`config.mk`:
```
export PLATFORM = sky130hd
export DESIGN_NAME = dtc_edge_gen
export DESIGN_NICKNAME = d
export VERILOG_FILES = /design/src/rtl/dtc_edge_gen.sv
export SDC_FILE = /design/constraint.sdc
export NUM_CORES = 1
export LEC_CHECK = 0
export BUFFER_PORTS_ARGS = -buffer_cell sky130_fd_sc_hd__buf_4
export CORE_MARGIN = 4
export CORE_UTILIZATION = 55
export DETAILED_ROUTE_END_ITERATION = 8
export PLACE_DENSITY = 0.84
export SYNTH_ARGS = -nofsm -noshare
export SYNTH_HDL_FRONTEND = slang
export SYNTH_SLANG_ARGS = --single-unit
```
`constraint.sdc`:
```
create_clock -name clk -period 3.85 [get_ports clk]
set_input_delay 0.5775 -clock clk [delete_from_list [all_inputs] [get_ports clk]]
set_output_delay 0.5775 -clock clk [all_outputs]
set_load 0.03 [all_outputs]
```
`src/rtl/dtc_edge_gen.sv`:
```
// dtc_edge_gen: digital-to-time converter, one comparator edge per frame.
// Optional macro DTC_REPEAT_LAST_EN: repeat last code on an empty boundary.
module dtc_edge_gen #(
  parameter int WIDTH  = 11,
  parameter int CODE_W = 8,
  parameter int OFFSET = 509
) (
  input  logic              clk,
  input  logic              rst,
  input  logic [CODE_W-1:0] code_in,
  input  logic              code_valid,
  output logic              code_ready,
  output logic              cmp_out,
  output logic              rst_cap,
  output logic              frame_start,
  output logic              underrun
);

  localparam logic [WIDTH-1:0] CNT_MAX = '1;

  logic [WIDTH-1:0]  r_cnt;
  logic [CODE_W-1:0] r_pend;
  logic              r_pend_full;
  logic [CODE_W-1:0] r_act;
  logic              r_act_valid;
  logic              r_cmp;
  logic              r_und;

  logic [WIDTH-1:0]  w_cnt_nxt;
  logic [WIDTH-1:0]  w_target;
  logic              w_wrap;
  logic              w_hs;
  logic              w_hit;

  assign w_cnt_nxt = r_cnt - 1'b1;
  assign w_wrap    = (r_cnt == '0);
  assign w_target  = WIDTH'(OFFSET) + WIDTH'(r_act);
  assign w_hs      = code_valid & code_ready;
  // Edge lands on the cycle the counter becomes the target value
  assign w_hit     = r_act_valid & ~w_wrap
                   & (w_cnt_nxt == w_target);

  assign code_ready  = rst & ~r_pend_full;
  assign cmp_out     = r_cmp;
  assign rst_cap     = r_cnt[WIDTH-1];
  assign frame_start = (r_cnt == CNT_MAX);
  assign underrun    = r_und;

  always_ff @(posedge clk) begin
    if (!rst) begin
      r_cnt <= CNT_MAX;
    end else begin
      r_cnt <= w_cnt_nxt;
    end
  end

  always_ff @(posedge clk) begin
    if (!rst) begin
      r_pend      <= '0;
      r_pend_full <= 1'b0;
      r_act       <= '0;
      r_act_valid <= 1'b0;
      r_und       <= 1'b0;
    end else if (w_wrap) begin
      r_und <= 1'b0;
      if (r_pend_full) begin
        r_act       <= r_pend;
        r_act_valid <= 1'b1;
        r_pend_full <= 1'b0;
      end else if (w_hs) begin
        r_act       <= code_in;
        r_act_valid <= 1'b1;
      end else begin
        r_und <= 1'b1;
`ifdef DTC_REPEAT_LAST_EN
        r_act_valid <= r_act_valid;
`else
        r_act_valid <= 1'b0;
`endif
      end
    end else begin
      r_und <= 1'b0;
      if (w_hs) begin
        r_pend      <= code_in;
        r_pend_full <= 1'b1;
      end
    end
  end

  always_ff @(posedge clk) begin
    if (!rst) begin
      r_cmp <= 1'b0;
    end else if (w_wrap) begin
      r_cmp <= 1'b0;
    end else if (w_hit) begin
      r_cmp <= 1'b1;
    end
  end

endmodule
```
==> impl_results.md <==
- Reg2reg setup slack: 1.46 ns
- Max IR drop VDD: 0.281 mV
- Ys Warns: 0
- Max Clk Rate: 0.419 GHz
- Setup bufs post-CTS: 0
- Post-DP HPWL: 2.26 mm
- Initial Utilization: 57.3%
- CP peak stage delay: 0.56 ns
- RSZ-0062 raised after global routing: false
- Setup violators final: 0
- Hold depth: 2
- Slowest cell on crit path: or4_4
- Clock slew at reported path FFs: 0.10 ns
- GPL Wtd Cong: 0.895
- Antenna Nets Post-Route: 0
- IO Port Bufs: 15
- Switch Pwr: 0.144 mW
- Total negative setup slack: 0 ns
- RR Startpoint: r_cnt[2]$_SDFF_PN1_
- Crit Reg-Reg Endpoint: cmp_out$_SDFFE_PP0P_
- Post-Syn Instances: 163
- Sw frac: 25.2%
- Crit path required time: 4.07 ns
- MaxCap Viol Count: 0
- R2R depth: 6
- Post-synth EDFFs: 0
- Total GRT Usage: 18.7%
- Worst Setup Start Kind: flop
- Clock latency on the worst-skew pair: 0.33 ns
- Die X: 61.6 um
- Vias: 1216
- Cell internal pwr: 0.427 mW
- DRT Pass-1 Iters: 4
- CTS tree: built
- Final worst path period need: 2.39 ns
- Seq/Total Area, Yosys: 39.3%
- Fin Clk Skew: 0.00973 ns
- N_diodes: 0
- Core area: 2760 sq um
- Overall power: 0.571 mW
- Top FF cell, synth: dfxtp_1
- Initial antenna violation count: 0
- Clk sink count: 31
- Final period util: 62.0%
- Number of library cell types mapped by synthesis: 31
- Top post-synthesis cells by area: dfxtp_1 39%, mux2i_1 11%, xnor2_1 7.8%, o211a_1 5.7%, nand2_1 5.0%
- Yosys top cell area share: 39.3%
- Final max-slew violation count: 0
- Worst path most repeated cell: or4_4
- #FFs+latches synth: 31
- DIE HEIGHT: 61.6 um
- Die ar.: 3790 sq um
- Cts bufs inserted: 5
- Slew headroom: 38.2%
- Setup Crit Path Kind: flop to flop
- Worst EP arrival: 2.60 ns
- Critical Path, Cell by Cell: or4_4 > or4_4 > xor2_1 > mux2i_1 > a221o_1 > o2111a_1
- Max Fanout on Critical Path: 6
- Syn Nets: 178
- Area Overhead vs Synth: 11.3%
- Synthesized area: 1580 sq um
- Leading area contributor after synthesis: dfxtp_1
- Sequential Power Share: 58.9%
- DR iter-0 viols: 53
- Drc violations: 0
- Root Buffer: clkbuf_4
- WL per Instance: 14.4 um
- # resized after CTS: 0
- Vias in the first global route: 1226
- Syn_area_per_cell: 9.69 sq um
- Vias per cell: 5.76
- Htree depth: 2
- Layout Nets: 194
- Power density cells: 325 nW/um^2
- Final Hold Vio Count: 0
- Status: finished clean
- I/O pin count: 16
- Cell Rows: 19
- Launch point of the worst hold path: code_valid
- Grt total ovfl: 0
- Worst Hold End: underrun$_SDFF_PP0_
- Lkg Pwr: 0.774 nW
- Clk pwr share: 31.0%
- Hold Buf Count CTS: 0
- Aggregate routed wire length: 3.03 mm
- Layout cells sized above 1: 14.4%
- Worst-margin pin slew: 0.923 ns
- CP endpoint kind: flop
- Fraction of registers with async set/reset: 0%
- Largest net degree at the start of global routing: 33
- Hold crit path type: input pin to flop
- Global-route wire length before repair: 5.16 mm
- Gate power share: 10.1%
- CTS Buffer Depth: 2
-- metal layers --
layer | share of wire, % | track usage (%) | wire length, um
met5 | 0 | 0 | 0
met3 | 3.6 | 5.87 | 109
met1 | 44 | 20.3 | 1330
met2 | 48 | 30.2 | 1460
met4 | 4.5 | 13.9 | 136
-- final cells by class --
type | count | area, sq um
clock buffer | 7 | 45.0
tap | 31 | 38.8
timing repair buffer | 15 | 113
multi-input combinational | 123 | 925
sequential | 31 | 621
clock inverter | 1 | 5.00
inverter | 3 | 11.3
fill | 228 | 1000
-- how the worst max path moves through the flow --
stage                                    from                   end  slack, ns
after floorplan           r_cnt[2]$_SDFF_PN1_  cmp_out$_SDFFE_PP0P_       1.63
after global placement    r_cnt[2]$_SDFF_PN1_  cmp_out$_SDFFE_PP0P_       1.57
after detailed placement  r_cnt[2]$_SDFF_PN1_  cmp_out$_SDFFE_PP0P_       1.51
after CTS                 r_cnt[2]$_SDFF_PN1_  cmp_out$_SDFFE_PP0P_       1.48
after global routing      r_cnt[2]$_SDFF_PN1_  cmp_out$_SDFFE_PP0P_       1.38
final                     r_cnt[2]$_SDFF_PN1_  cmp_out$_SDFFE_PP0P_       1.46
-- flip-flops by register name (all words and copies together), names as in the netlist --
register	cells
r_pend	8
r_act	8
r_cnt	11
underrun	1
r_pend_full	1
cmp_out	1
r_act_valid	1
-- worst max-delay path: cells and delay by family (launching register included) --
family          cells  cell delay [ns]
simple gates        2             0.99
compound gates      2             0.51
flops               1             0.39
mux                 1             0.12
xor+xnor            1             0.27
-- power by group through the flow --
| stage | Sequential (mW) | Combinational [mW] | Clock (mW) |
|---|---|---|---|
| 2_1_floorplan | 0.340 | 0.0413 | 0 |
| 3_3_place_gp | 0.343 | 0.0554 | 0 |
| 3_5_place_dp | 0.344 | 0.0574 | 0 |
| 4_1_cts | 0.337 | 0.0576 | 0.182 |
| 5_1_grt | 0.338 | 0.0635 | 0.200 |
| 6_report | 0.337 | 0.0574 | 0.177 |
-- cells by family after synthesis --
kind of cell,Yosys count,share of synthesized area (%)
adders and majority gates,4,3.17
AOI/OAI and AO/OA,16,9.03
buffers and inverters,9,2.14
muxes,17,10.8
DFF,31,39.3
and+or+nand+nor,64,22.0
xor gates and xnor gates,22,13.6
-- cells in the final DEF, fill, tap and decap left out --
cell        n
a2111oi_0   1
a21oi_1     3
a221o_1     1
and2_1      1
and3_1      1
buf_4      15
clkbuf_1    2
clkbuf_4    5
clkinv_2    1
dfxtp_1    31
ha_1        4
inv_1       3
mux2i_1    17
nand2_1    21
nand2b_1    1
nand3_1     4
nand3b_1    1
nand4_1     4
nor2_1      4
nor2_2      1
nor2b_1    11
nor3_1      5
nor3b_1     2
nor4_1      4
nor4_2      1
o2111a_1    1
o211a_1     9
o31ai_1     1
or4_1       1
or4_4       2
xnor2_1    14
xnor2_2     1
xnor3_1     1
xor2_1      6
-- per-stage QoR --
step | instance area [sq um] | std cells | utilization, % | setup WS (ns) | hold slack (ns)
floorplan | 1580 | 163 | - | 1.63 | 0.420
global placement | 1710 | 203 | 61.9 | 1.57 | 0.444
detailed placement | 1710 | 203 | 61.9 | 1.51 | 0.474
CTS | 1760 | 211 | 63.7 | 1.48 | 0.416
global route | 1760 | 211 | 63.7 | 1.38 | 0.410
finish | 1760 | 211 | 63.7 | 1.46 | 0.428
-- cells in the mapped netlist (2+ instances only) --
cell type,instances
dfxtp_1,31
nand2_1,21
mux2i_1,17
xnor2_1,14
nor2b_1,11
o211a_1,9
clkbuf_1,6
xor2_1,6
nor3_1,5
ha_1,4
nand3_1,4
nand4_1,4
nor2_1,4
nor4_1,4
a21oi_1,3
inv_1,3
nor3b_1,2
or4_4,2
No activity file was read; power rests on OpenSTA's default activity.
